`config.mk`:
```
export PLATFORM = sky130hd
export DESIGN_NAME = simio_vga_timing_ctrl
export DESIGN_NICKNAME = d
export VERILOG_FILES = /design/src/rtl/simio_vga_timing_ctrl.sv
export SDC_FILE = /design/constraint.sdc
export NUM_CORES = 1
export LEC_CHECK = 0
export CORE_MARGIN = 4
export CORE_UTILIZATION = 53
export CTS_CLUSTER_SIZE = 20
export DETAILED_ROUTE_END_ITERATION = 8
export GPL_ROUTABILITY_DRIVEN = 0
export GPL_TIMING_DRIVEN = 0
export PLACE_DENSITY = 0.93
export RECOVER_POWER = 100
export SLEW_MARGIN = 30
export SYNTH_ARGS = -nofsm -noshare
export SYNTH_HDL_FRONTEND = slang
export SYNTH_SLANG_ARGS = --single-unit
```
`constraint.sdc`:
```
create_clock -name clk_i -period 7.6 [get_ports clk_i]
set_input_delay 1.14 -clock clk_i [delete_from_list [all_inputs] [get_ports clk_i]]
set_output_delay 1.14 -clock clk_i [all_outputs]
set_load 0.05 [all_outputs]
```
`src/rtl/simio_vga_timing_ctrl.sv`:
```
// VGA timing controller for the SimIO VGA sink: mode counters, a 2-stage sync/blank
// pipeline aligned with a 1-cycle-latency pixel source, and underrun/frame tracking.
module simio_vga_timing_ctrl #(
    parameter int   RGB_DEPTH = 2,
    parameter int   H_ACTIVE  = 640,
    parameter int   H_FP      = 16,
    parameter int   H_SYNC    = 96,
    parameter int   H_BP      = 48,
    parameter int   V_ACTIVE  = 480,
    parameter int   V_FP      = 10,
    parameter int   V_SYNC    = 2,
    parameter int   V_BP      = 33,
    parameter logic HS_POL    = 1'b0,
    parameter logic VS_POL    = 1'b0,
    localparam int  H_TOTAL   = H_ACTIVE + H_FP + H_SYNC + H_BP,
    localparam int  V_TOTAL   = V_ACTIVE + V_FP + V_SYNC + V_BP,
    localparam int  XW        = $clog2(H_TOTAL),
    localparam int  YW        = $clog2(V_TOTAL)
) (
    input  logic                 clk_i,
    input  logic                 rst_ni,
    input  logic                 en_i,
    input  logic                 clr_i,
    output logic                 req_o,
    output logic [XW-1:0]        x_o,
    output logic [YW-1:0]        y_o,
    input  logic                 pix_valid_i,
    input  logic [RGB_DEPTH-1:0] pix_r_i,
    input  logic [RGB_DEPTH-1:0] pix_g_i,
    input  logic [RGB_DEPTH-1:0] pix_b_i,
    output logic [RGB_DEPTH-1:0] r_o,
    output logic [RGB_DEPTH-1:0] g_o,
    output logic [RGB_DEPTH-1:0] b_o,
    output logic                 hs_o,
    output logic                 vs_o,
    output logic                 de_o,
    output logic                 frame_start_o,
    output logic [15:0]          frame_cnt_o,
    output logic                 underrun_o
);

    localparam logic [XW-1:0] H_LAST   = XW'(H_TOTAL - 1);
    localparam logic [XW-1:0] H_ACT_L  = XW'(H_ACTIVE);
    localparam logic [XW-1:0] HS_BEG   = XW'(H_ACTIVE + H_FP);
    localparam logic [XW-1:0] HS_END   = XW'(H_ACTIVE + H_FP + H_SYNC);
    localparam logic [YW-1:0] V_LAST   = YW'(V_TOTAL - 1);
    localparam logic [YW-1:0] V_ACT_L  = YW'(V_ACTIVE);
    localparam logic [YW-1:0] VS_BEG   = YW'(V_ACTIVE + V_FP);
    localparam logic [YW-1:0] VS_END   = YW'(V_ACTIVE + V_FP + V_SYNC);

    typedef enum logic [0:0] {
        IDLE = 1'b0,
        RUN  = 1'b1
    } state_t;

    state_t               state_r;
    state_t               state_next_s;
    logic [XW-1:0]        h_r;
    logic [XW-1:0]        h_next_s;
    logic [YW-1:0]        v_r;
    logic [YW-1:0]        v_next_s;
    logic                 frame_wrap_s;
    logic                 run_s;
    logic                 active_s;
    logic                 hsync_s;
    logic                 vsync_s;
    logic                 s1_active_r;
    logic                 s1_hsync_r;
    logic                 s1_vsync_r;
    logic                 pix_take_s;
    logic                 de_r;
    logic                 hs_r;
    logic                 vs_r;
    logic [RGB_DEPTH-1:0] r_r;
    logic [RGB_DEPTH-1:0] g_r;
    logic [RGB_DEPTH-1:0] b_r;
    logic                 underrun_r;
    logic                 frame_start_r;
    logic [15:0]          frame_cnt_r;

    // State and raster counter registers
    always_ff @(posedge clk_i or negedge rst_ni) begin
        if (!rst_ni) begin
            state_r <= IDLE;
            h_r     <= {XW{1'b0}};
            v_r     <= {YW{1'b0}};
        end else begin
            state_r <= state_next_s;
            h_r     <= h_next_s;
            v_r     <= v_next_s;
        end
    end

    // Next-state and counter advance; leaving RUN parks the raster at (0,0)
    always_comb begin
        state_next_s = IDLE;
        h_next_s     = {XW{1'b0}};
        v_next_s     = {YW{1'b0}};
        frame_wrap_s = 1'b0;
        case (state_r)
            IDLE: begin
                if (en_i) begin
                    state_next_s = RUN;
                end else begin
                    state_next_s = IDLE;
                end
            end
            RUN: begin
                if (en_i) begin
                    state_next_s = RUN;
                    if (h_r == H_LAST) begin
                        h_next_s = {XW{1'b0}};
                        if (v_r == V_LAST) begin
                            v_next_s     = {YW{1'b0}};
                            frame_wrap_s = 1'b1;
                        end else begin
                            v_next_s     = v_r + {{(YW-1){1'b0}}, 1'b1};
                            frame_wrap_s = 1'b0;
                        end
                    end else begin
                        h_next_s = h_r + {{(XW-1){1'b0}}, 1'b1};
                        v_next_s = v_r;
                    end
                end else begin
                    state_next_s = IDLE;
                end
            end
            default: begin
                state_next_s = IDLE;
            end
        endcase
    end

    // Stage-0 decode of the current raster position
    always_comb begin
        run_s      = (state_r == RUN);
        active_s   = (h_r < H_ACT_L) && (v_r < V_ACT_L);
        hsync_s    = (h_r >= HS_BEG) && (h_r < HS_END);
        vsync_s    = (v_r >= VS_BEG) && (v_r < VS_END);
        pix_take_s = s1_active_r && pix_valid_i;
    end

    // Stage 1: timing flags gated by RUN so IDLE drains the pipeline
    always_ff @(posedge clk_i or negedge rst_ni) begin
        if (!rst_ni) begin
            s1_active_r <= 1'b0;
            s1_hsync_r  <= 1'b0;
            s1_vsync_r  <= 1'b0;
        end else begin
            s1_active_r <= run_s && active_s;
            s1_hsync_r  <= run_s && hsync_s;
            s1_vsync_r  <= run_s && vsync_s;
        end
    end

    // Stage 2: display-facing registers; missing source data blanks the pixel
    always_ff @(posedge clk_i or negedge rst_ni) begin
        if (!rst_ni) begin
            de_r <= 1'b0;
            hs_r <= ~HS_POL;
            vs_r <= ~VS_POL;
            r_r  <= {RGB_DEPTH{1'b0}};
            g_r  <= {RGB_DEPTH{1'b0}};
            b_r  <= {RGB_DEPTH{1'b0}};
        end else begin
            de_r <= s1_active_r;
            hs_r <= s1_hsync_r ? HS_POL : ~HS_POL;
            vs_r <= s1_vsync_r ? VS_POL : ~VS_POL;
            if (pix_take_s) begin
                r_r <= pix_r_i;
                g_r <= pix_g_i;
                b_r <= pix_b_i;
            end else begin
                r_r <= {RGB_DEPTH{1'b0}};
                g_r <= {RGB_DEPTH{1'b0}};
                b_r <= {RGB_DEPTH{1'b0}};
            end
        end
    end

    // Sticky underrun flag; a new underrun wins over a same-cycle clear
    always_ff @(posedge clk_i or negedge rst_ni) begin
        if (!rst_ni) begin
            underrun_r <= 1'b0;
        end else if (s1_active_r && !pix_valid_i) begin
            underrun_r <= 1'b1;
        end else if (clr_i) begin
            underrun_r <= 1'b0;
        end else begin
            underrun_r <= underrun_r;
        end
    end

    // Frame start is registered from the next raster position so it lines up with (0,0)
    always_ff @(posedge clk_i or negedge rst_ni) begin
        if (!rst_ni) begin
            frame_start_r <= 1'b0;
            frame_cnt_r   <= 16'd0;
        end else begin
            frame_start_r <= (state_next_s == RUN) && (h_next_s == {XW{1'b0}})
                             && (v_next_s == {YW{1'b0}});
            if (frame_wrap_s) begin
                frame_cnt_r <= frame_cnt_r + 16'd1;
            end else begin
                frame_cnt_r <= frame_cnt_r;
            end
        end
    end

    assign req_o         = run_s && active_s;
    assign x_o           = h_r;
    assign y_o           = v_r;
    assign r_o           = r_r;
    assign g_o           = g_r;
    assign b_o           = b_r;
    assign hs_o          = hs_r;
    assign vs_o          = vs_r;
    assign de_o          = de_r;
    assign frame_start_o = frame_start_r;
    assign frame_cnt_o   = frame_cnt_r;
    assign underrun_o    = underrun_r;

endmodule

```
==> flow_summary.rst <==
.. list-table::
   :header-rows: 1

   * - Metric
     - Value
   * - Outcome
     - finished with violations
   * - Violated checks
     - capacitance limit, slew limit
   * - Count of boundary I/O pins
     - 59
   * - End-of-flow core utilization
     - 71.4%
   * - CP Buf/Inv Count
     - 1
   * - Proportion of total power due to net switching
     - 23.2%
   * - Most used standard cells in the synthesized netlist
     - 49 x sky130_fd_sc_hd__dfrtp_1, 28 x sky130_fd_sc_hd__nor2_1, 19 x sky130_fd_sc_hd__xnor2_1
   * - Master cell of the clock root buffer
     - sky130_fd_sc_hd__clkbuf_8
   * - Maximum capacitance violations
     - 1
   * - Total nets after synthesis
     - 255
   * - Die height
     - 76.7 um
   * - Proportion of register bits with asynchronous set or reset after synthesis
     - 100%
   * - List of cells traversed by the critical path
     - dlygate4sd3_1 -> nand2_1 -> nor3_1 -> nand3_1 -> nor4_1 -> xor2_1
   * - WP data required
     - 7830 ps
   * - Total leakage power
     - 1.50 nW
   * - Minimum hold slack
     - 357 ps
   * - Most used standard cell by instance count after synthesis
     - sky130_fd_sc_hd__dfrtp_1
   * - Count of endpoints failing hold in the final timing report
     - 0
   * - Normalized max-slew margin
     - -74.3%
   * - Part of the power in the clock network
     - 35.3%
   * - Synth cell types
     - 43
   * - Number of buffers on the longest clock path
     - 2
   * - Overall overflow remaining after global route
     - 0
   * - Antenna diodes
     - 0
   * - Number of remaining DRC errors
     - 0
   * - Wire length of the first global-routing pass
     - 8.99 mm
   * - Nature of the critical path startpoint
     - input pin
   * - CP max-delay cell
     - sky130_fd_sc_hd__nor3_1
   * - Post-CTS Setup Inserts
     - 0
   * - Fin cells
     - 357
   * - Total negative slack
     - 0 ps
   * - Count of yosys warnings during synthesis
     - 0
   * - VDD IR-drop max
     - 97.0 uV
   * - Share of cells above drive strength 1
     - 5.90%
   * - Sink Count
     - 51
   * - Detailed Routing Iterations Pass 1
     - 5
   * - Layout overhead on the synthesized area
     - 27.8%
   * - Overall die area
     - 0.00589 mm2
   * - Number of gates given a new drive strength after cts
     - 0
   * - Net switching component of the power
     - 0.000111 W
   * - Count of flip-flops with a built-in enable after synthesis
     - 0
   * - Share of total power in sequential cells
     - 57.7%
   * - Count of mapped cells out of synthesis
     - 239
   * - Cts hold-fix bufs
     - 0
   * - Cell taking the most area after synthesis
     - sky130_fd_sc_hd__dfrtp_1
   * - Core area
     - 0.00447 mm2
   * - Synth area leaders
     - sky130_fd_sc_hd__dfrtp_1 49%, sky130_fd_sc_hd__xnor2_1 6.7%, sky130_fd_sc_hd__xor2_1 5.3%, sky130_fd_sc_hd__nor2_1 4.2%, sky130_fd_sc_hd__and3_1 3.3%
   * - Initial core utilization
     - 55.9%
   * - Area of all placed cells without fillers
     - 0.00320 mm2
   * - Predominant post-synthesis flop cell
     - sky130_fd_sc_hd__dfrtp_1
   * - Final cycle utilization of the critical path
     - 43.8%
   * - Comb power frac
     - 7.1%
   * - Number of antenna violations at the first check in global routing
     - 0
   * - CTS tree
     - yes
   * - Detailed-placement wirelength estimate
     - 3.77 mm
   * - Final net count
     - 320
   * - Critical path class
     - in2reg
   * - Largest net degree at the start of global routing
     - 52
   * - Proportion of synthesized chip area in sequential cells
     - 51.1%
   * - Cell Int Power
     - 0.000368 W
   * - Clock slew seen by the registers of the worst setup and hold paths
     - 90 ps
   * - Post-Synthesis Mean Instance Area
     - 10.5 um2
   * - Count of antenna-violating nets left after detailed routing
     - 0
   * - Clock latency on the worst-skew pair
     - 300 ps
   * - Clock period minus final worst setup slack
     - 3330 ps
   * - X dimension of the die
     - 76.7 um
   * - Share of the synthesized area in the top cell type
     - 49.0%
   * - CTS H-tree lvls
     - 2
   * - Pins over their slew limit
     - 52
   * - Unrepaired setup endpoints after global routing
     - false
   * - Post-synth design cell area
     - 0.00250 mm2
   * - Global Route Usage Sum
     - 18.5%
   * - Synthesized flop and latch total
     - 51
   * - Power density relative to cell area
     - 150 mW/mm2
   * - Final setup skew
     - 6.93 ps
   * - Number of global-route vias before repair
     - 1916
   * - Hold Crit Class
     - reg2reg
   * - Total wire length after detailed routing
     - 5.26 mm
   * - Total placed instance area
     - 0.00315 mm2
   * - Placement row count
     - 24
   * - Kind of end point of the critical path
     - flop
   * - # setup viols final
     - 0
   * - Largest delay share family, worst path
     - simple AND/OR/NAND/NOR gates
   * - Critical path's largest stage delay
     - 680 ps
   * - Via count
     - 2018
   * - Vias per cell
     - 5.65
   * - Final routed wire length divided by cell count
     - 14.7 um
   * - Transition time of the tightest slew-check pin
     - 2610 ps
   * - Num CTS Buffers
     - 5
   * - Input/output buffers
     - 58
   * - Highest clock rate
     - 300 MHz
   * - Dpl cells
     - 349
   * - Peak fanout along the critical path
     - 8
   * - Endpoint arrival time on the critical path
     - 3560 ps
   * - DRC violation total after the first TritonRoute iteration
     - 61
-- kinds of logic after synthesis --
group	count (synthesis)	synth area share (%)
multiplexers	3	1.30
AO/OA/AOI/OAI	18	5.55
AND/OR/NAND/NOR	108	23.9
adder cells (fa/ha/maj)	5	2.50
XOR/XNOR	34	11.9
buffers and inverters	20	3.75
flip-flops	51	51.1
-- registers in the layout, indices dropped and copies added, names as in the netlist, 2 cells and up --
register     flops
frame_cnt_o     16
x_o             10
y_o             10
b_o              2
g_o              2
r_o              2
-- placed cells by master (no fill, tap or decap), types with 2 or more instances in the layout --
master / Yosys / final
sky130_fd_sc_hd__a31oi_1: 2 / 2
sky130_fd_sc_hd__xnor2_1: 19 / 19
sky130_fd_sc_hd__o21ai_0: 4 / 4
sky130_fd_sc_hd__and2_1: 4 / 4
sky130_fd_sc_hd__mux2_2: 2 / 2
sky130_fd_sc_hd__ha_1: 5 / 5
sky130_fd_sc_hd__dfstp_2: 2 / 2
sky130_fd_sc_hd__nand3_1: 13 / 14
sky130_fd_sc_hd__nand4_1: 13 / 13
sky130_fd_sc_hd__dlygate4sd3_1: 0 / 50
sky130_fd_sc_hd__a211oi_1: 1 / 2
sky130_fd_sc_hd__xor2_1: 15 / 15
sky130_fd_sc_hd__nand2_1: 11 / 11
sky130_fd_sc_hd__dfrtp_1: 49 / 49
sky130_fd_sc_hd__or3_1: 1 / 2
sky130_fd_sc_hd__nor3b_1: 2 / 2
sky130_fd_sc_hd__nor2_1: 28 / 29
sky130_fd_sc_hd__clkdlybuf4s50_1: 0 / 7
sky130_fd_sc_hd__inv_1: 12 / 12
sky130_fd_sc_hd__nor3_1: 9 / 10
sky130_fd_sc_hd__and4_1: 2 / 2
sky130_fd_sc_hd__buf_2: 3 / 2
sky130_fd_sc_hd__o31ai_1: 2 / 2
sky130_fd_sc_hd__and3_1: 13 / 13
sky130_fd_sc_hd__a22oi_1: 2 / 2
sky130_fd_sc_hd__clkbuf_8: 0 / 7
sky130_fd_sc_hd__nor4_1: 3 / 3
sky130_fd_sc_hd__clkbuf_1: 3 / 6
-- metal layers --
layer  vias up  global-route usage (%)  wire length (um)
li1        972                       -                 -
met1       966                    24.0              2230
met2        66                    29.4              2570
met3        14                    5.15               335
met4         0                    7.25               120
met5         -                       0                 0
-- layout make-up --
| class | count | area, um2 |
|---|---|---|
| sequential | 51 | 1280 |
| fill | 332 | 1280 |
| multi-input combinational | 168 | 1090 |
| timing repair buffer | 58 | 574 |
| clock buffer | 7 | 96.3 |
| tap | 52 | 65.1 |
| inverter | 12 | 45.0 |
| buffer | 8 | 40.0 |
| clock inverter | 1 | 7.51 |
-- per-stage QoR --
| step | setup WS [ps] | total power, W |
|---|---|---|
| after floorplan | 4770 | 0.000300 |
| after global placement | 4040 | 0.000319 |
| after detailed placement | 4490 | 0.000319 |
| after CTS | 4350 | 0.000487 |
| after global routing | 3940 | 0.000501 |
| final | 4270 | 0.000479 |
-- final timing paths --
check | startpoint | endpoint | slack (ps) | depth (start not counted)
worst max-delay path | en_i | frame_cnt_o[15] | 4270 | 6
worst min-delay path | s1_hsync_r | hs_o | 360 | 1
worst max register to register | x_o[5] | frame_cnt_o[15] | 4450 | 7
worst min register to register | s1_hsync_r | hs_o | 360 | 1
max in group asynchronous | rst_ni | y_o[7] | 4470 | 1
min in group asynchronous | rst_ni | b_o[1] | 1660 | 1
-- power by group through the flow --
stage | combinational, W | sequential (W) | clock [W]
2_1_floorplan | 0.00000818 | 0.000292 | 0
3_3_place_gp | 0.0000366 | 0.000282 | 0
3_5_place_dp | 0.0000374 | 0.000282 | 0
4_1_cts | 0.0000375 | 0.000277 | 0.000173
5_1_grt | 0.0000367 | 0.000277 | 0.000187
6_report | 0.0000339 | 0.000277 | 0.000169
Note: power is estimated with default switching activity, not from simulation.
